### config.mk
export PLATFORM = sky130hd
export DESIGN_NAME = keypad4x4_scan
export DESIGN_NICKNAME = d
export VERILOG_FILES = /design/src/rtl/keypad4x4_scan.sv
export SDC_FILE = /design/constraint.sdc
export NUM_CORES = 1
export LEC_CHECK = 0
export ABC_AREA = 1
export ABC_CLOCK_PERIOD_IN_PS = 8350
export CORE_ASPECT_RATIO = 1.5
export CORE_MARGIN = 2
export CORE_UTILIZATION = 50
export DETAILED_ROUTE_END_ITERATION = 16
export GPL_TIMING_DRIVEN = 0
export PLACE_DENSITY = 0.7
export SLEW_MARGIN = 20
export SYNTH_ARGS = -nofsm -noshare
export SYNTH_HDL_FRONTEND = slang
export SYNTH_SLANG_ARGS = --single-unit
### constraint.sdc
create_clock -name clk -period 8.35 [get_ports clk]
set_input_delay 1.67 -clock clk [delete_from_list [all_inputs] [get_ports clk]]
set_output_delay 1.67 -clock clk [all_outputs]
set_load 0.005 [all_outputs]
### src/rtl/keypad4x4_scan.sv
// keypad4x4_scan: 4x4 active-low matrix keypad scanner with frame debounce and a valid/ack key queue.
// Latency: the key code is valid on the clock edge after the closing tick of the DEBOUNCE_N-th matching frame.
// Backpressure: one code is held until acked; a press arriving while a code is pending is dropped and o_overflow is set.
//
// Ports:
//   clk, rstn     clock, asynchronous active-low reset
//   i_col[3:0]    column lines, active-low, asynchronous (2-flop synchronized here)
//   i_key_ack     consumer acknowledge, level-sampled
//   o_row[3:0]    row drive, active-low one-hot
//   o_key_code    {row[1:0], col[1:0]} of the pending key
//   o_key_valid   a key code is pending
//   o_key_down    a debounced key is currently held
//   o_overflow    a press was dropped while a code was pending
//
// Optional feature: define KEYPAD_REPEAT_EN for auto-repeat while a key is held
// (first repeat after REPEAT_DELAY frames, then every REPEAT_RATE frames).
module keypad4x4_scan #(
  parameter int SCAN_DIV_W   = 15,
  parameter int DEBOUNCE_N   = 4,
  parameter int REPEAT_DELAY = 20,
  parameter int REPEAT_RATE  = 5
) (
  input  logic       clk,
  input  logic       rstn,
  input  logic [3:0] i_col,
  input  logic       i_key_ack,
  output logic [3:0] o_row,
  output logic [3:0] o_key_code,
  output logic       o_key_valid,
  output logic       o_key_down,
  output logic       o_overflow
);

  // Parameter sanity: the debounce counter is 4 bits wide, repeat intervals must be non-zero.
  if (DEBOUNCE_N < 1 || DEBOUNCE_N > 15 || REPEAT_DELAY < 1 || REPEAT_RATE < 1) begin : g_bad_param
    $error("keypad4x4_scan: parameter out of range");
  end

  localparam logic [3:0] DBN = 4'(DEBOUNCE_N);

  typedef enum logic [1:0] {
    ST_IDLE,
    ST_DEBOUNCE,
    ST_HELD,
    ST_RELEASE
  } state_t;

  logic [3:0]            col_s1, col_s2;
  logic [SCAN_DIV_W-1:0] presc;
  logic [1:0]            row_idx;
  logic [11:0]           frame_acc;   // low columns of rows 0..2 of the current frame
  logic                  tick;
  logic                  frame_close;
  logic [3:0]            row_low;
  logic [15:0]           frame_now;
  logic [4:0]            n_low;
  logic [3:0]            code_f;
  logic                  is_none, is_single, is_multi;

  state_t                state, state_nx;
  logic [3:0]            cand, cand_nx;
  logic [3:0]            cnt, cnt_nx, cnt_inc;
  logic                  emit, start_new;
  logic                  rep_hit;

  // ---------------- column synchronizer ----------------
  always_ff @(posedge clk or negedge rstn) begin
    if (!rstn) begin
      col_s1 <= 4'hF;
      col_s2 <= 4'hF;
    end else begin
      col_s1 <= i_col;
      col_s2 <= col_s1;
    end
  end

  // ---------------- prescaler, row scan, frame capture ----------------
  assign tick        = &presc;
  assign frame_close = tick && (row_idx == 2'd3);
  assign row_low     = ~col_s2;
  assign o_row       = ~(4'b0001 << row_idx);

  always_ff @(posedge clk or negedge rstn) begin
    if (!rstn) begin
      presc     <= '0;
      row_idx   <= 2'd0;
      frame_acc <= '0;
    end else begin
      presc <= presc + 1'b1;
      if (tick) begin
        row_idx <= row_idx + 2'd1;
        case (row_idx)
          2'd0:    frame_acc[3:0]  <= row_low;
          2'd1:    frame_acc[7:4]  <= row_low;
          2'd2:    frame_acc[11:8] <= row_low;
          default: frame_acc       <= '0;   // row 3 closes the frame; start the next one clean
        endcase
      end
    end
  end

  // Row 3 is classified straight from the synchronizer on the closing tick.
  assign frame_now = {row_low, frame_acc};

  always_comb begin
    n_low  = '0;
    code_f = '0;
    for (int i = 0; i < 16; i++) begin
      if (frame_now[i]) begin
        n_low  = n_low + 5'd1;
        code_f = 4'(i);
      end
    end
  end

  assign is_none   = (n_low == 5'd0);
  assign is_single = (n_low == 5'd1);
  assign is_multi  = !is_none && !is_single;

  // ---------------- auto-repeat ----------------
`ifdef KEYPAD_REPEAT_EN
  localparam logic [7:0] REP_DLY  = 8'(REPEAT_DELAY);
  localparam logic [7:0] REP_RATE = 8'(REPEAT_RATE);

  logic [7:0] rep_cnt;
  logic       rep_first;

  assign rep_hit = (rep_cnt + 8'd1) >= (rep_first ? REP_DLY : REP_RATE);

  always_ff @(posedge clk or negedge rstn) begin
    if (!rstn) begin
      rep_cnt   <= '0;
      rep_first <= 1'b1;
    end else if (frame_close && !is_multi) begin
      if (state_nx == ST_HELD && state != ST_HELD) begin
        rep_cnt   <= '0;
        rep_first <= 1'b1;
      end else if (state == ST_HELD && is_single && code_f == cand) begin
        if (rep_hit) begin
          rep_cnt   <= '0;
          rep_first <= 1'b0;
        end else begin
          rep_cnt <= rep_cnt + 8'd1;
        end
      end
    end
  end
`else
  assign rep_hit = 1'b0;
`endif

  // ---------------- debounce FSM ----------------
  assign cnt_inc = cnt + 4'd1;

  always_ff @(posedge clk or negedge rstn) begin
    if (!rstn) begin
      state <= ST_IDLE;
      cand  <= '0;
      cnt   <= '0;
    end else begin
      state <= state_nx;
      cand  <= cand_nx;
      cnt   <= cnt_nx;
    end
  end

  always_comb begin
    state_nx  = state;
    cand_nx   = cand;
    cnt_nx    = cnt;
    emit      = 1'b0;
    start_new = 1'b0;
    // MULTI frames are ambiguous (ghosting / two fingers) and change nothing.
    if (frame_close && !is_multi) begin
      case (state)
        ST_IDLE: begin
          if (is_single) start_new = 1'b1;
        end
        ST_DEBOUNCE: begin
          if (is_none) begin
            state_nx = ST_IDLE;
            cnt_nx   = '0;
          end else if (code_f == cand) begin
            cnt_nx = cnt_inc;
            if (cnt_inc >= DBN) begin
              emit     = 1'b1;
              state_nx = ST_HELD;
            end
          end else begin
            start_new = 1'b1;
          end
        end
        ST_HELD: begin
          if (is_none) begin
            if (DBN <= 4'd1) begin
              state_nx = ST_IDLE;
              cnt_nx   = '0;
            end else begin
              state_nx = ST_RELEASE;
              cnt_nx   = 4'd1;
            end
          end else if (code_f == cand) begin
            if (rep_hit) emit = 1'b1;
          end
        end
        ST_RELEASE: begin
          if (is_none) begin
            if (cnt_inc >= DBN) begin
              state_nx = ST_IDLE;
              cnt_nx   = '0;
            end else begin
              cnt_nx = cnt_inc;
            end
          end else if (code_f == cand) begin
            state_nx = ST_HELD;   // bounce during release: same key, no new press
          end else begin
            start_new = 1'b1;
          end
        end
        default: state_nx = ST_IDLE;
      endcase
      // A new candidate key; with a one-frame debounce it is accepted immediately.
      if (start_new) begin
        cand_nx = code_f;
        cnt_nx  = 4'd1;
        if (DBN <= 4'd1) begin
          emit     = 1'b1;
          state_nx = ST_HELD;
        end else begin
          state_nx = ST_DEBOUNCE;
        end
      end
    end
  end

  assign o_key_down = (state == ST_HELD) || (state == ST_RELEASE);

  // ---------------- output slot ----------------
  always_ff @(posedge clk or negedge rstn) begin
    if (!rstn) begin
      o_key_code  <= '0;
      o_key_valid <= 1'b0;
      o_overflow  <= 1'b0;
    end else if (emit) begin
      if (!o_key_valid || i_key_ack) begin
        o_key_code  <= cand_nx;
        o_key_valid <= 1'b1;
        o_overflow  <= 1'b0;
      end else begin
        o_overflow <= 1'b1;
      end
    end else if (i_key_ack && o_key_valid) begin
      o_key_valid <= 1'b0;
      o_overflow  <= 1'b0;
    end
  end

endmodule

After elaboration in Yosys (flattened, before gate mapping)
Cells that the tools add are included.
{"block": "classes", "n_addsub": 18, "magnitude_cmp": 1, "eq_ne": 15, "n_shift": 1, "n_mux": 67, "bitwise_logic": 5, "reduce_logical": 27}
{"op": "$mux W4", "n": 22}
{"op": "$add A5 B1 Y5 const B", "n": 15}
{"op": "$mux W5", "n": 15}
{"op": "$reduce_and A16 Y1", "n": 3}
{"op": "$pmux W4 S2", "n": 3}
{"op": "$mux W1", "n": 16}
{"op": "$mux W2", "n": 8}
{"op": "$add A15 B1 Y15 const B", "n": 1}
{"op": "$reduce_and A15 Y1", "n": 1}
{"op": "$pmux W4 S3", "n": 1}
{"op": "$eq A2 B2 Y1 const B", "n": 4}
{"op": "$ne A4 B3 Y1 const B", "n": 2}
{"op": "$ne A4 B4 Y1 const B", "n": 2}
{"op": "$not A4 Y4", "n": 2}
{"op": "$reduce_or A2 Y1", "n": 4}
{"op": "$reduce_and A7 Y1", "n": 1}
{"op": "$ne A3 B2 Y1 const B", "n": 2}
{"op": "$pmux W2 S3", "n": 1}
{"op": "$eq A5 B1 Y1 const B", "n": 1}
{"op": "$logic_not A5 Y1", "n": 1}
{"op": "$reduce_and A5 Y1", "n": 1}
{"op": "$add A4 B1 Y4 const B", "n": 1}
{"op": "$eq A2 B1 Y1 const B", "n": 2}
{"op": "$eq A4 B4 Y1", "n": 1}
{"op": "other kinds (13)", "n": 24}
{"block": "word_totals", "ff_bits": 53, "input_bits": 7, "output_inout_bits": 11, "wordCells": 147}

Depth between registers and ports, before layout
Gate-level depths: netlist of the first run.
{"block": "logic_depth", "word_depth": 39, "mapped_depth": 62, "mapped_depth_nobuf": 62}

Worst setup path before layout of the first run
No wires, ideal clock.
{"block": "synth_path", "kind": "register -> register", "start": "register frame_acc[0]", "end": "register cand[2]", "setup_ns": 0.119, "t_arrival_ns": 8.574, "required_ns": 8.231, "setup_slack_ns": -0.343, "path_stages_with_launch": 58, "n_path_buf": 0, "synth_period_minus_slack_ns": 8.693, "path_cell_list": "dfrtp_1 > inv_1 > ha_1 > inv_1 > nand2_2 > nand2_1 > inv_1 > ha_1 > nand2_1 > nand2_1 > ha_1 > or2_1 > nand2_1 > inv_1 > ha_1 > nand2_1 > nand2_1 > ha_1 > [22 not listed] > ha_1 > or2_2 > nand2_1 > inv_1 > ha_1 > or2_2 > nand2_1 > inv_1 > ha_1 > or2_2 > a21boi_0 > nor2_1 > nand3_1 > nor2_2 > nand2_2 > nand2_2 > nand3_1 > and2_1"}
{"block": "synth_via", "elab_chain_len": 37}
{"element": "start, declared", "line_no": "51", "text": "logic [11:0] frame_acc;"}
{"element": "start signal, assigned", "line_no": "93", "text": "2'd0: frame_acc[3:0] <= row_low;"}
{"element": "$mux W1 *", "line_no": "109", "text": "if (frame_now[i]) begin"}
{"element": "$add A5 B1 Y5", "line_no": "110", "text": "n_low = n_low + 5'd1;"}
{"element": "$mux W5 *", "line_no": "109"}
{"element": "$add A5 B1 Y5", "line_no": "110"}
{"element": "$mux W5 *", "line_no": "109"}
{"element": "$add A5 B1 Y5", "line_no": "110"}
{"element": "$mux W5 *", "line_no": "109"}
{"element": "$add A5 B1 Y5", "line_no": "110"}
{"element": "[22 not listed]"}
{"element": "$mux W5 *", "line_no": "109"}
{"element": "$eq A5 B1 Y1 or $logic_not A5 Y1 (tied branches)", "line_no": "117, 116"}
{"element": "$mux W1 (tied with other cells)", "line_no": "177", "text": "if (is_single) start_new = 1'b1;"}
{"element": "$pmux W1 S2 or $logic_and A1 B1 Y1 (tied branches)", "line_no": "175, 118"}
{"element": "$mux W1 or $logic_not A1 Y1 (tied branches)", "line_no": "174", "text": "if (frame_close && !is_multi) begin"}
{"element": "$mux W4 or $logic_and A1 B1 Y1 (tied branches)", "line_no": "223, 174"}
{"element": "$mux W4 *", "line_no": "174"}
{"element": "via cand_nx[2]", "line_no": "61", "text": "logic [3:0] cand, cand_nx;"}
{"element": "end signal, assigned", "line_no": "162", "text": "cand <= cand_nx;"}
{"element": "end, declared", "line_no": "61"}
The timed path passes the listed nets; every way through them passes the cells marked *. The select of a mux whose other input is x is not followed.
A chain may end at the register's enable or synchronous reset.

Worst setup path after layout of the first run
{"block": "layout_path", "start": "register frame_acc[1]", "end": "register state[0]"}
{"block": "layout_via", "elab_chain_len": 35}
{"element": "$mux W5", "line_no": "109"}
{"element": "$add A5 B1 Y5", "line_no": "110"}
{"element": "$mux W5", "line_no": "109"}
{"element": "$add A5 B1 Y5", "line_no": "110"}
{"element": "$mux W5", "line_no": "109"}
{"element": "$add A5 B1 Y5", "line_no": "110"}
{"element": "$mux W5", "line_no": "109"}
{"element": "$add A5 B1 Y5", "line_no": "110"}
{"element": "[19 not listed]"}
{"element": "$add A5 B1 Y5", "line_no": "110"}
{"element": "$mux W5", "line_no": "109"}
{"element": "$eq A5 B1 Y1 or $logic_not A5 Y1 (tied branches)", "line_no": "117, 116"}
{"element": "$mux W1 (tied with other cells)", "line_no": "177"}
{"element": "$pmux W1 S2 or $logic_and A1 B1 Y1 (tied branches)", "line_no": "175, 118"}
{"element": "$mux W1 or $logic_not A1 Y1 (tied branches)", "line_no": "174"}
{"element": "$ne A4 B3 Y1 (no line) (tied with other cells)"}
{"element": "$reduce_and A7 Y1 (no line)"}
{"element": "end signal, assigned", "line_no": "161", "text": "state <= state_nx;"}
{"element": "end, declared", "line_no": "60", "text": "state_t state, state_nx;"}
Parallel ways exist; a longest one is shown, timed or not. The select of a mux whose other input is x is not followed.

==> metrics.txt, run 1 <==
# TYPE chip_impl_metric gauge
chip_impl_metric{name="first_pass_iters",unit=""} 5
chip_impl_info{name="yosysTopAreaCell",value="dfrtp_1"} 1
chip_impl_metric{name="synth_enable_flop_cells",unit=""} 0
chip_impl_metric{name="leakage",unit="nW"} 3.77
chip_impl_metric{name="detailroute.via_count",unit=""} 4886
chip_impl_metric{name="gpl.final_weighted_congestion",unit=""} 0.938
chip_impl_metric{name="syn_nets",unit=""} 690
chip_impl_metric{name="clk_pin_slew_worst_paths",unit="ns"} 0.07
chip_impl_metric{name="power_switching",unit="W"} 0.000137
chip_impl_metric{name="clock_skew",unit="ns"} 0.00834
chip_impl_metric{name="asyncSetResetFlopFracSynth",unit="%"} 100
chip_impl_metric{name="dp_hpwl",unit="um"} 7200
chip_impl_metric{name="synth_warnings",unit=""} 0
chip_impl_metric{name="floorplan.core_area",unit="um^2"} 8720
chip_impl_metric{name="worstMarginPinSlew",unit="ns"} 0.952
chip_impl_metric{name="sequential_cell_fraction_of_total_power",unit="%"} 46.2
chip_impl_metric{name="max-clock-path-buffers",unit=""} 2
chip_impl_metric{name="comb_power_share",unit="%"} 12.6
chip_impl_metric{name="floorplan.io_pins",unit=""} 18
chip_impl_info{name="worst_setup_path_start_kind",value="flop"} 1
chip_impl_metric{name="placement.io_buffers",unit=""} 17
chip_impl_metric{name="number_of_antenna_violations_at_the_first_check_in_global_routing",unit=""} 0
chip_impl_metric{name="min_period_over_period",unit="%"} 99.5
chip_impl_metric{name="count_of_h_tree_levels_built_during_cts",unit=""} 2
chip_impl_metric{name="synth-seq-area-share",unit="%"} 30.2
chip_impl_metric{name="core.rowCount",unit=""} 42
chip_impl_metric{name="wirelength",unit="um"} 13900
chip_impl_metric{name="dpl_cell_area",unit="um^2"} 4790
chip_impl_info{name="critical_path_class",value="reg -> reg"} 1
chip_impl_metric{name="globalRouteTotalUtil",unit="%"} 29.5
chip_impl_metric{name="vdd_drop_max",unit="uV"} 141
chip_impl_metric{name="fmaxAchievable",unit="MHz"} 120
chip_impl_metric{name="routed_wire_length_per_instance",unit="um"} 15.2
chip_impl_metric{name="final-setup-viol-count",unit=""} 0
chip_impl_metric{name="layout.cells.non_filler",unit=""} 918
chip_impl_metric{name="ys_seq_elements",unit=""} 53
chip_impl_metric{name="power.clock.fraction",unit="%"} 41.2
chip_impl_metric{name="power_density",unit="nW/um^2"} 85.5
chip_impl_info{name="synth_flop_cell",value="dfrtp_1"} 1
chip_impl_metric{name="cp_data_arrival_time",unit="ns"} 8.48
chip_impl_metric{name="die_x",unit="um"} 80.8
chip_impl_metric{name="via_per_inst",unit=""} 5.32
chip_impl_metric{name="setup_ws_final",unit="ns"} 0.0426
chip_impl_metric{name="max_cap_viol_count",unit=""} 0
chip_impl_info{name="cts_tree",value="done"} 1
chip_impl_metric{name="synth_cell_type_count",unit=""} 37
chip_impl_metric{name="slew_headroom",unit="%"} 35.9
chip_impl_metric{name="path_max_fanout",unit=""} 3
chip_impl_metric{name="grt_start_max_net_pins",unit=""} 54
chip_impl_metric{name="timing.critical_path.slowest_cell_delay",unit="ns"} 0.41
chip_impl_metric{name="dpl.cell_count",unit=""} 789
chip_impl_info{name="most_frequent_cells_after_synthesis",value="nand2_1 (182), inv_1 (118), nand3_1 (73)"} 1
chip_impl_info{name="critical-path-slowest-cell",value="dfrtp_1"} 1
chip_impl_metric{name="floorplan.die_area",unit="um^2"} 9640
chip_impl_info{name="end_kind",value="flop"} 1
chip_impl_info{name="synth.area.top_cells",value="dfrtp_1 (25%), nand2_1 (15%), inv_1 (10%)"} 1
chip_impl_metric{name="hold_violations",unit=""} 0
chip_impl_metric{name="synth_top_area_share",unit="%"} 25.4
chip_impl_metric{name="clock_sinks",unit=""} 53
chip_impl_info{name="hold_class",value="reg -> reg"} 1
chip_impl_metric{name="global_route.overflow_total",unit=""} 0
chip_impl_metric{name="layout.nets",unit=""} 835
chip_impl_metric{name="switching_share",unit="%"} 24.1
chip_impl_info{name="root_buffer",value="clkbuf_16"} 1
chip_impl_metric{name="dr.first_iter.drc_count",unit=""} 354
chip_impl_metric{name="synth_cells",unit=""} 662
chip_impl_metric{name="postCtsHoldBufs",unit=""} 0
chip_impl_metric{name="finalHoldWorstSlack",unit="ns"} 0.354
chip_impl_metric{name="drcViolationCount",unit=""} 0
chip_impl_info{name="rsz0062_at_grt",value="yes"} 1
chip_impl_metric{name="floorplan.initialDensity",unit="%"} 50.7
chip_impl_metric{name="syn_area",unit="um^2"} 4430
chip_impl_metric{name="antenna_cells",unit=""} 0
chip_impl_metric{name="die_h",unit="um"} 119
chip_impl_metric{name="first_global_vias",unit=""} 4973
chip_impl_info{name="synth_most_common_cell",value="nand2_1"} 1
chip_impl_metric{name="drtAntennaViolNets",unit=""} 0
chip_impl_metric{name="post-route-min-period",unit="ns"} 8.31
chip_impl_metric{name="avgSynthCellArea",unit="um^2"} 6.69
chip_impl_metric{name="finish.instance_area",unit="um^2"} 6650
chip_impl_metric{name="flow.area_growth_from_synthesis",unit="%"} 50.3
chip_impl_metric{name="wire_length_of_the_first_global_routing_pass",unit="um"} 22600
chip_impl_metric{name="power_report.internal_total",unit="W"} 0.000432
chip_impl_info{name="crit_path_frequent_cell",value="nand2_4"} 1
chip_impl_metric{name="clk-insertion-delay-late",unit="ns"} 0.30
chip_impl_metric{name="critPathRequiredTime",unit="ns"} 8.53
chip_impl_metric{name="drv_slew",unit=""} 0
chip_impl_metric{name="numCtsBuffers",unit=""} 5
chip_impl_metric{name="utilization",unit="%"} 76.3
chip_impl_info{name="outcome",value="complete, no violations"} 1
chip_impl_metric{name="drive_gt1_share",unit="%"} 41.8
chip_impl_metric{name="pre_cts_slack",unit="ns"} -0.683
==> cells by family after synthesis <==
logic type,Yosys count,share of synthesized area (%)
xor gates and xnor gates,16,3.17
buffers and inverters,132,11.2
AOI/OAI and AO/OA,37,4.80
DFF,53,30.2
and+or+nand+nor,403,44.7
adders and majority gates,21,5.94
==> power by group through the flow <==
stage,sequential [W],combinational [W],clock [W]
after floorplan,0.000267,0.0000347,0
after global placement,0.000267,0.0000497,0
after detailed placement,0.000267,0.0000506,0
after CTS,0.000262,0.0000609,0.000239
after global routing,0.000263,0.0000796,0.000248
final,0.000263,0.0000719,0.000234
==> sequential cells by signal, summed over array words and instances, names as in the netlist <==
| name | flops |
|---|---|
| cand | 4 |
| row_idx | 2 |
| state | 2 |
| o_key_valid | 1 |
| frame_acc | 12 |
| presc | 15 |
| col_s1 | 4 |
| cnt | 4 |
| o_overflow | 1 |
| o_key_code | 4 |
| col_s2 | 4 |
==> worst max-delay path, delay by kind of cell, from the launching register on <==
kind	cells	cell delay, ns
AO/OA/AOI/OAI	2	0.21
adder cells (fa/ha/maj)	12	2.76
buffers and inverters	14	1.17
flip-flops	1	0.41
AND/OR/NAND/NOR	33	3.57
==> cell usage in the layout (no fill, tap or decap), drive strengths merged, types with 5 or more instances in the layout <==
cell type and instances:
o21ai 17, xnor2 5, nor3 9, nand3 89, clkdlybuf4s50 16, nand3b 6
or2 8, nand2 228, dfstp 8, a21oi 10, inv 129, buf 123
nor2 54, clkbuf 8, ha 21, dfrtp 45, xor2 11
==> layer usage <==
layer | wire (um) | vias to the layer above | global-route usage [%]
met3 | 630 | 50 | 5.23
met2 | 7610 | 159 | 53.3
li1 | - | 2352 | -
met5 | 0 | - | 0
met4 | 495 | 0 | 12.0
met1 | 5210 | 2325 | 33.2
==> worst paths after layout <==
kind	from	endpoint	slack [ns]	depth (start not counted)
worst max register to register	frame_acc[1]$_DFFE_PN0P_	state[0]$_DFFE_PN0P_	0.04	61
max in group asynchronous	rstn	state[0]$_DFFE_PN0P_	6.50	1
worst max-delay path	frame_acc[1]$_DFFE_PN0P_	state[0]$_DFFE_PN0P_	0.04	61
min in group asynchronous	rstn	presc[12]$_DFF_PN0_	1.40	1
worst min-delay path	col_s1[3]$_DFF_PN1_	col_s2[3]$_DFF_PN1_	0.35	0
worst min register to register	col_s1[3]$_DFF_PN1_	col_s2[3]$_DFF_PN1_	0.35	0
==> layout make-up <==
type | instances | area (um^2)
Timing Repair Buffer | 138 | 1100
Sequential cell | 53 | 1340
Multi-Input combinational cell | 477 | 3400
Buffer | 3 | 12.5
Clock buffer | 6 | 129
Tap cell | 110 | 138
Clock inverter | 2 | 38.8
Fill cell | 618 | 2070
Inverter | 129 | 497
==> what timing repair did <==
item	CTS	global route
setup buffers	136	12
setup endpoints to repair	16	16
resized for setup	87	89
pin swaps	64	73
==> through the flow <==
step	total power [W]	setup TNS, ns
5_1_grt	0.000591	-2.74
2_1_floorplan	0.000301	0
3_5_place_dp	0.000318	-10.02
4_1_cts	0.000562	0
3_3_place_gp	0.000317	-6.67
6_report	0.000569	0
Power figures use the tool's default switching activity.
==> inputs of run 2 (changes only) <==
CORE_ASPECT_RATIO = 0.9   (was 1.5)
==> metrics.txt, run 2 (same netlist as run 1, synthesis figures left out) <==
# TYPE chip_impl_metric gauge
chip_impl_info{name="outcome",value="complete, no violations"} 1
chip_impl_metric{name="dp_hpwl",unit="um"} 6790
chip_impl_metric{name="antenna_cells",unit=""} 0
chip_impl_metric{name="clock_skew",unit="ns"} 0.00708
chip_impl_metric{name="clk-insertion-delay-late",unit="ns"} 0.31
chip_impl_metric{name="slew_headroom",unit="%"} 38.5
chip_impl_info{name="critical-path-top-delay-family",value="simple AND/OR/NAND/NOR gates"} 1
chip_impl_metric{name="setup_ws_final",unit="ns"} 0.229
chip_impl_metric{name="detailroute.via_count",unit=""} 4170
chip_impl_info{name="crit_path_frequent_cell",value="nand2_4"} 1
chip_impl_metric{name="number_of_antenna_violations_at_the_first_check_in_global_routing",unit=""} 0
chip_impl_metric{name="switching_share",unit="%"} 26.0
chip_impl_metric{name="sequential_cell_fraction_of_total_power",unit="%"} 50.9
chip_impl_metric{name="vdd_drop_max",unit="uV"} 127
chip_impl_metric{name="first_global_vias",unit=""} 4111
chip_impl_metric{name="power_switching",unit="W"} 0.000134
chip_impl_metric{name="max-clock-path-buffers",unit=""} 2
chip_impl_info{name="critical-path-slowest-cell",value="dfrtp_1"} 1
chip_impl_metric{name="clock_sinks",unit=""} 53
chip_impl_info{name="hold_class",value="reg -> reg"} 1
chip_impl_metric{name="timing.critical_path.slowest_cell_delay",unit="ns"} 0.40
chip_impl_metric{name="comb_power_share",unit="%"} 14.1
chip_impl_metric{name="die_h",unit="um"} 93.3
chip_impl_metric{name="power_report.internal_total",unit="W"} 0.000382
chip_impl_metric{name="power_density",unit="nW/um^2"} 91.8
chip_impl_metric{name="grt_start_max_net_pins",unit=""} 54
chip_impl_metric{name="count_of_h_tree_levels_built_during_cts",unit=""} 2
chip_impl_metric{name="finalHoldWorstSlack",unit="ns"} 0.361
chip_impl_info{name="layout.cells.most_common",value="nand2_1"} 1
chip_impl_metric{name="hold_violations",unit=""} 0
chip_impl_metric{name="floorplan.io_pins",unit=""} 18
chip_impl_metric{name="rr_worst_depth",unit=""} 59
chip_impl_metric{name="first_pass_iters",unit=""} 4
chip_impl_metric{name="fmaxAchievable",unit="MHz"} 123
chip_impl_metric{name="floorplan.initialDensity",unit="%"} 51.7
chip_impl_metric{name="wirelength",unit="um"} 10000
chip_impl_metric{name="leakage",unit="nW"} 3.12
chip_impl_metric{name="clk_pin_slew_worst_paths",unit="ns"} 0.10
chip_impl_metric{name="drv_slew",unit=""} 0
chip_impl_metric{name="critPathRequiredTime",unit="ns"} 8.60
chip_impl_info{name="critical_path_class",value="reg -> reg"} 1
chip_impl_metric{name="via_per_inst",unit=""} 4.95
chip_impl_metric{name="core.rowCount",unit=""} 32
chip_impl_metric{name="whs_path_depth",unit=""} 0
chip_impl_metric{name="post-route-min-period",unit="ns"} 8.12
chip_impl_metric{name="gpl.final_weighted_congestion",unit=""} 0.778
chip_impl_metric{name="drive_gt1_share",unit="%"} 28.6
chip_impl_metric{name="globalRouteTotalUtil",unit="%"} 22.0
chip_impl_metric{name="dr.first_iter.drc_count",unit=""} 150
chip_impl_metric{name="critical_path.n_buffers_inverters",unit=""} 9
chip_impl_info{name="reg_top3",value="presc x15, frame_acc x12"} 1
chip_impl_metric{name="global_route.overflow_total",unit=""} 0
chip_impl_info{name="end_kind",value="flop"} 1
chip_impl_metric{name="die_x",unit="um"} 103
chip_impl_metric{name="drtAntennaViolNets",unit=""} 0
chip_impl_metric{name="layout.nets",unit=""} 750
chip_impl_info{name="root_buffer",value="clkbuf_8"} 1
chip_impl_metric{name="placement.io_buffers",unit=""} 17
chip_impl_info{name="registers.top_by_ff_count",value="presc"} 1
chip_impl_info{name="cts_tree",value="done"} 1
chip_impl_metric{name="num-fill-cells",unit=""} 745
chip_impl_metric{name="floorplan.core_area",unit="um^2"} 8570
chip_impl_metric{name="largest_reg_flops",unit=""} 15
chip_impl_metric{name="power.clock.fraction",unit="%"} 35.0
chip_impl_metric{name="cp_data_arrival_time",unit="ns"} 8.37
chip_impl_metric{name="final-setup-viol-count",unit=""} 0
chip_impl_metric{name="routed_wire_length_per_instance",unit="um"} 11.9
chip_impl_info{name="worst_setup_path_start_kind",value="flop"} 1
chip_impl_info{name="mostFrequentLayoutCells",value="nand2_1 (157), inv_1 (107), nand3_1 (64)"} 1
chip_impl_metric{name="floorplan.die_area",unit="um^2"} 9620
chip_impl_metric{name="worstMarginPinSlew",unit="ns"} 0.914
chip_impl_metric{name="wire_length_of_the_first_global_routing_pass",unit="um"} 17500
chip_impl_metric{name="numCtsBuffers",unit=""} 5
chip_impl_metric{name="flow.area_growth_from_synthesis",unit="%"} 27.0
chip_impl_metric{name="max_cap_viol_count",unit=""} 0
chip_impl_metric{name="drcViolationCount",unit=""} 0
chip_impl_metric{name="path_max_fanout",unit=""} 6
chip_impl_metric{name="min_period_over_period",unit="%"} 97.3
chip_impl_metric{name="worst-path-stages",unit=""} 59
chip_impl_metric{name="pre_cts_slack",unit="ns"} -0.586
-- run 2: path summary, 6_finish.rpt --
check | startpoint | end | slack [ns]
max | frame_acc[0]$_DFFE_PN0P_ | o_key_code[1]$_DFFE_PN0P_ | 0.23
min | col_s1[1]$_DFF_PN1_ | col_s2[1]$_DFF_PN1_ | 0.36
max reg2reg | frame_acc[0]$_DFFE_PN0P_ | o_key_code[1]$_DFFE_PN0P_ | 0.23
min reg2reg | col_s1[1]$_DFF_PN1_ | col_s2[1]$_DFF_PN1_ | 0.36
max in group asynchronous | rstn | presc[11]$_DFF_PN0_ | 6.51
min in group asynchronous | rstn | cnt[1]$_DFFE_PN0P_ | 1.38
-- run 2: power by group through the flow --
| stage | combinational [W] | sequential, W | clock [W] |
|---|---|---|---|
| 2_1_floorplan | 0.0000347 | 0.000267 | 0 |
| 3_3_place_gp | 0.0000493 | 0.000267 | 0 |
| 3_5_place_dp | 0.0000499 | 0.000267 | 0 |
| 4_1_cts | 0.0000609 | 0.000262 | 0.000187 |
| 5_1_grt | 0.0000809 | 0.000263 | 0.000197 |
| 6_report | 0.0000729 | 0.000262 | 0.000180 |
-- run 2: final cells by class --
cell class | instances | area, um^2 | area share, %
Buffer | 3 | 12.5 | 0.223
Clock buffer | 5 | 68.8 | 1.22
Clock inverter | 3 | 47.5 | 0.846
Inverter | 129 | 489 | 8.70
Multi-Input combinational cell | 477 | 3080 | 54.8
Sequential cell | 53 | 1340 | 23.8
Tap cell | 119 | 149 | 2.65
Timing Repair Buffer | 53 | 438 | 7.79
-- run 2: what timing repair did --
action,CTS,global route
endpoints found under the setup margin,16,16
pin swaps,37,48
resized for setup,37,51
buffers inserted,30,9
hold buffers,0,0
-- run 2: metal layers --
layer,up-vias,track usage (%),share of wire [%]
met5,-,0,0
met4,0,5.04,0.89
met3,9,2.62,2.1
met2,54,38.9,51
met1,1925,28.6,46
li1,2182,-,-
-- run 2: metrics by stage --
stage	power, W	util (%)	instance area [um^2]	cells	TNS [ns]
finish	0.000516	65.6	5620	842	0
global placement	0.000316	56.0	4800	798	-5.74
detailed placement	0.000317	56.0	4800	798	-8.43
CTS	0.000510	62.3	5340	836	0
global route	0.000541	65.6	5620	842	-0.872
floorplan	0.000301	-	4480	662	0
==> inputs of run 3 (changes only) <==
ABC_AREA = unset   (was 1)
==> metrics.txt, run 3 <==
# TYPE chip_impl_metric gauge
chip_impl_info{name="outcome",value="finished with violations"} 1
chip_impl_info{name="violations",value="setup timing"} 1
chip_impl_metric{name="final-setup-viol-count",unit=""} 16
chip_impl_metric{name="path_max_fanout",unit=""} 4
chip_impl_metric{name="number_of_antenna_violations_at_the_first_check_in_global_routing",unit=""} 0
chip_impl_metric{name="core.rowCount",unit=""} 31
chip_impl_metric{name="detailroute.via_count",unit=""} 3495
chip_impl_metric{name="first_pass_iters",unit=""} 4
chip_impl_metric{name="pre_cts_slack",unit="ns"} -0.737
chip_impl_metric{name="post_layout_total_power",unit="W"} 0.000490
chip_impl_metric{name="syn_area",unit="um^2"} 4130
chip_impl_metric{name="routed_wire_length_per_instance",unit="um"} 15.1
chip_impl_metric{name="fmaxAchievable",unit="MHz"} 113
chip_impl_metric{name="drv_slew",unit=""} 0
chip_impl_metric{name="post-route-min-period",unit="ns"} 8.82
chip_impl_metric{name="first_global_vias",unit=""} 3473
chip_impl_metric{name="hold_violations",unit=""} 0
chip_impl_metric{name="largest_reg_flops",unit=""} 15
chip_impl_info{name="timing.critical_path.to",value="cand[1]$_DFF_PN0_"} 1
chip_impl_metric{name="dp_hpwl",unit="um"} 6020
chip_impl_metric{name="min_period_over_period",unit="%"} 106
chip_impl_metric{name="setup_ws_final",unit="ns"} -0.465
chip_impl_info{name="worst_setup_path_start_kind",value="flop"} 1
chip_impl_info{name="registers.top_by_ff_count",value="presc"} 1
chip_impl_metric{name="ys_seq_elements",unit=""} 53
chip_impl_metric{name="synth_top_area_share",unit="%"} 27.2
chip_impl_info{name="end_kind",value="flop"} 1
chip_impl_info{name="root_buffer",value="clkbuf_8"} 1
chip_impl_info{name="hold_class",value="reg -> reg"} 1
chip_impl_info{name="rsz0062_at_grt",value="yes"} 1
chip_impl_metric{name="syn_nets",unit=""} 469
chip_impl_metric{name="synth_cells",unit=""} 441
chip_impl_metric{name="die_x",unit="um"} 99.8
chip_impl_metric{name="num-fill-cells",unit=""} 598
chip_impl_metric{name="global_route.overflow_total",unit=""} 0
chip_impl_metric{name="layout.nets",unit=""} 563
chip_impl_metric{name="synth_enable_flop_cells",unit=""} 0
chip_impl_metric{name="leakage",unit="nW"} 2.43
chip_impl_metric{name="rr_worst_depth",unit=""} 52
chip_impl_metric{name="dr.first_iter.drc_count",unit=""} 124
chip_impl_info{name="synth_flop_cell",value="dfrtp_1"} 1
chip_impl_metric{name="clock_skew",unit="ns"} 0.0110
chip_impl_metric{name="power_density",unit="nW/um^2"} 90.3
chip_impl_info{name="critical_path_class",value="reg -> reg"} 1
chip_impl_metric{name="vdd_drop_max",unit="uV"} 114
chip_impl_info{name="yosysTopAreaCell",value="dfrtp_1"} 1
chip_impl_info{name="mostFrequentLayoutCells",value="buf_4 (70), dfrtp_1 (45), nor2_1 (34)"} 1
chip_impl_metric{name="synth_warnings",unit=""} 0
chip_impl_metric{name="drive_gt1_share",unit="%"} 32.6
chip_impl_metric{name="max-clock-path-buffers",unit=""} 2
chip_impl_metric{name="floorplan.die_area",unit="um^2"} 9010
chip_impl_info{name="worst_r2r_startpoint",value="frame_acc[1]$_DFFE_PN0P_"} 1
chip_impl_metric{name="via_per_inst",unit=""} 5.50
chip_impl_metric{name="count_of_h_tree_levels_built_during_cts",unit=""} 2
chip_impl_metric{name="clk-insertion-delay-late",unit="ns"} 0.30
chip_impl_info{name="layout.cells.most_common",value="buf_4"} 1
chip_impl_metric{name="rrSetupSlack",unit="ns"} -0.47
chip_impl_metric{name="clk_pin_slew_worst_paths",unit="ns"} 0.10
chip_impl_info{name="most_frequent_cells_after_synthesis",value="dfrtp_1 (45), nand2_1 (38), nor2_1 (36)"} 1
chip_impl_metric{name="floorplan.initialDensity",unit="%"} 51.5
chip_impl_metric{name="die_h",unit="um"} 90.3
chip_impl_metric{name="flow.area_growth_from_synthesis",unit="%"} 31.2
chip_impl_metric{name="critPathRequiredTime",unit="ns"} 8.53
chip_impl_metric{name="numCtsBuffers",unit=""} 5
chip_impl_metric{name="antenna_cells",unit=""} 0
chip_impl_metric{name="avgSynthCellArea",unit="um^2"} 9.37
chip_impl_info{name="critical-path-slowest-cell",value="dfrtp_1"} 1
chip_impl_metric{name="globalRouteTotalUtil",unit="%"} 21.6
chip_impl_metric{name="placement.io_buffers",unit=""} 17
chip_impl_metric{name="wirelength",unit="um"} 9600
chip_impl_info{name="crit_path_frequent_cell",value="ha_4"} 1
chip_impl_info{name="synth_most_common_cell",value="dfrtp_1"} 1
chip_impl_info{name="worst_r2r_endpoint",value="cand[1]$_DFF_PN0_"} 1
chip_impl_metric{name="clock_sinks",unit=""} 53
chip_impl_info{name="synth.area.top_cells",value="dfrtp_1 (27%), xnor2_1 (6.6%), ha_1 (6.4%)"} 1
chip_impl_metric{name="synth-seq-area-share",unit="%"} 32.3
chip_impl_metric{name="synth_cell_type_count",unit=""} 74
chip_impl_metric{name="asyncSetResetFlopFracSynth",unit="%"} 100
chip_impl_metric{name="slew_headroom",unit="%"} 43.6
chip_impl_metric{name="worstMarginPinSlew",unit="ns"} 0.838
chip_impl_metric{name="timing.critical_path.slowest_cell_delay",unit="ns"} 0.41
chip_impl_metric{name="cp_data_arrival_time",unit="ns"} 9.00
chip_impl_metric{name="wire_length_of_the_first_global_routing_pass",unit="um"} 16100
chip_impl_metric{name="gpl.final_weighted_congestion",unit=""} 0.827
chip_impl_info{name="startpoint",value="frame_acc[1]$_DFFE_PN0P_"} 1
chip_impl_info{name="reg_top3",value="presc x15, frame_acc x12"} 1
chip_impl_metric{name="floorplan.io_pins",unit=""} 18
chip_impl_metric{name="grt_start_max_net_pins",unit=""} 54
chip_impl_metric{name="drcViolationCount",unit=""} 0
chip_impl_metric{name="max_cap_viol_count",unit=""} 0
chip_impl_metric{name="drtAntennaViolNets",unit=""} 0
chip_impl_info{name="cts_tree",value="done"} 1
chip_impl_metric{name="floorplan.core_area",unit="um^2"} 8030
-- run 3: cell count changes after synthesis, sizes merged, moves of 12 or more --
| cell | change |
|---|---|
| inv | -104 |
| nand3 | -67 |
| nand2 | -190 |
| mux2 | +15 |
| nor2 | -17 |
| xnor2 | +29 |
| clkbuf | +12 |
-- run 3: cell families (layout without fill, tap and decap cells) --
logic type | Yosys count | in the layout | synth area share [%]
multiplexers | 20 | 20 | 5.57
AND/OR/NAND/NOR | 154 | 154 | 19.0
adder cells (fa/ha/maj) | 21 | 21 | 6.36
AO/OA/AOI/OAI | 82 | 82 | 14.0
buffers and inverters | 45 | 140 | 4.45
flip-flops | 53 | 53 | 32.3
XOR/XNOR | 66 | 66 | 18.3
-- run 3: area by class of cell --
cell class | instances | area [um^2] | area share (%)
Multi-Input combinational cell | 343 | 2970 | 54.8
Sequential cell | 53 | 1340 | 24.6
Timing Repair Buffer | 87 | 697 | 12.8
Tap cell | 99 | 124 | 2.28
Inverter | 26 | 100 | 1.85
Buffer | 19 | 90.1 | 1.66
Clock buffer | 6 | 72.6 | 1.34
Clock inverter | 2 | 35.0 | 0.646
-- run 3: metrics by stage --
step                instance area, um^2  TNS, ns  hold WS, ns  utilization, %  instances
CTS                                5160    -3.39        0.360            64.2        620
finish                             5430    -5.98        0.361            67.6        635
global placement                   4550    -8.08        0.346            56.7        557
global route                       5430   -12.33        0.366            67.6        635
detailed placement                 4550   -10.64        0.347            56.7        557
floorplan                          4260    -1.21        0.345               -        441
-- run 3: worst max-delay path, delay by kind of cell, from the launching register on --
| family | cells | cell delay [ns] |
|---|---|---|
| multiplexers | 3 | 0.88 |
| adder cells (fa/ha/maj) | 14 | 3.69 |
| AND/OR/NAND/NOR | 16 | 1.68 |
| buffers and inverters | 6 | 0.36 |
| AO/OA/AOI/OAI | 12 | 1.47 |
| XOR/XNOR | 1 | 0.15 |
| flip-flops | 1 | 0.41 |
-- run 3: how the worst min path moves through the flow --
stage,cells after the start,startpoint,end,slack (ns)
after global routing,0,col_s1[0]$_DFF_PN1_,col_s2[0]$_DFF_PN1_,0.37
after floorplan,0,col_s1[0]$_DFF_PN1_,col_s2[0]$_DFF_PN1_,0.35
after global placement,0,col_s1[2]$_DFF_PN1_,col_s2[2]$_DFF_PN1_,0.35
after detailed placement,0,col_s1[1]$_DFF_PN1_,col_s2[1]$_DFF_PN1_,0.35
final,0,col_s1[0]$_DFF_PN1_,col_s2[0]$_DFF_PN1_,0.36
after CTS,0,col_s1[1]$_DFF_PN1_,col_s2[1]$_DFF_PN1_,0.36
-- run 3: what timing repair did --
item	4_1_cts	5_1_grt
hold endpoints to repair	0	0
buffers inserted	55	15
endpoints found under the setup margin	16	16
hold buffers	0	0
cloned	0	0
pin swaps	18	25
gates resized for setup	19	28
-- run 3: per-layer routing --
metal / track usage, % / part of all wire [%] / up-vias
li1: - / - / 1746
met1: 29.5 / 46 / 1650
met2: 36.0 / 49 / 80
met3: 2.24 / 3.3 / 19
met4: 7.08 / 2.3 / 0
met5: 0 / 0 / -
-- run 3: power by group --
part           switching, W  leakage (nW)  internal (W)   total, W
sequential       0.00000158         0.699      0.000260   0.000262
combinational     0.0000342          1.68     0.0000252  0.0000594
clock             0.0000800        0.0552     0.0000891   0.000169
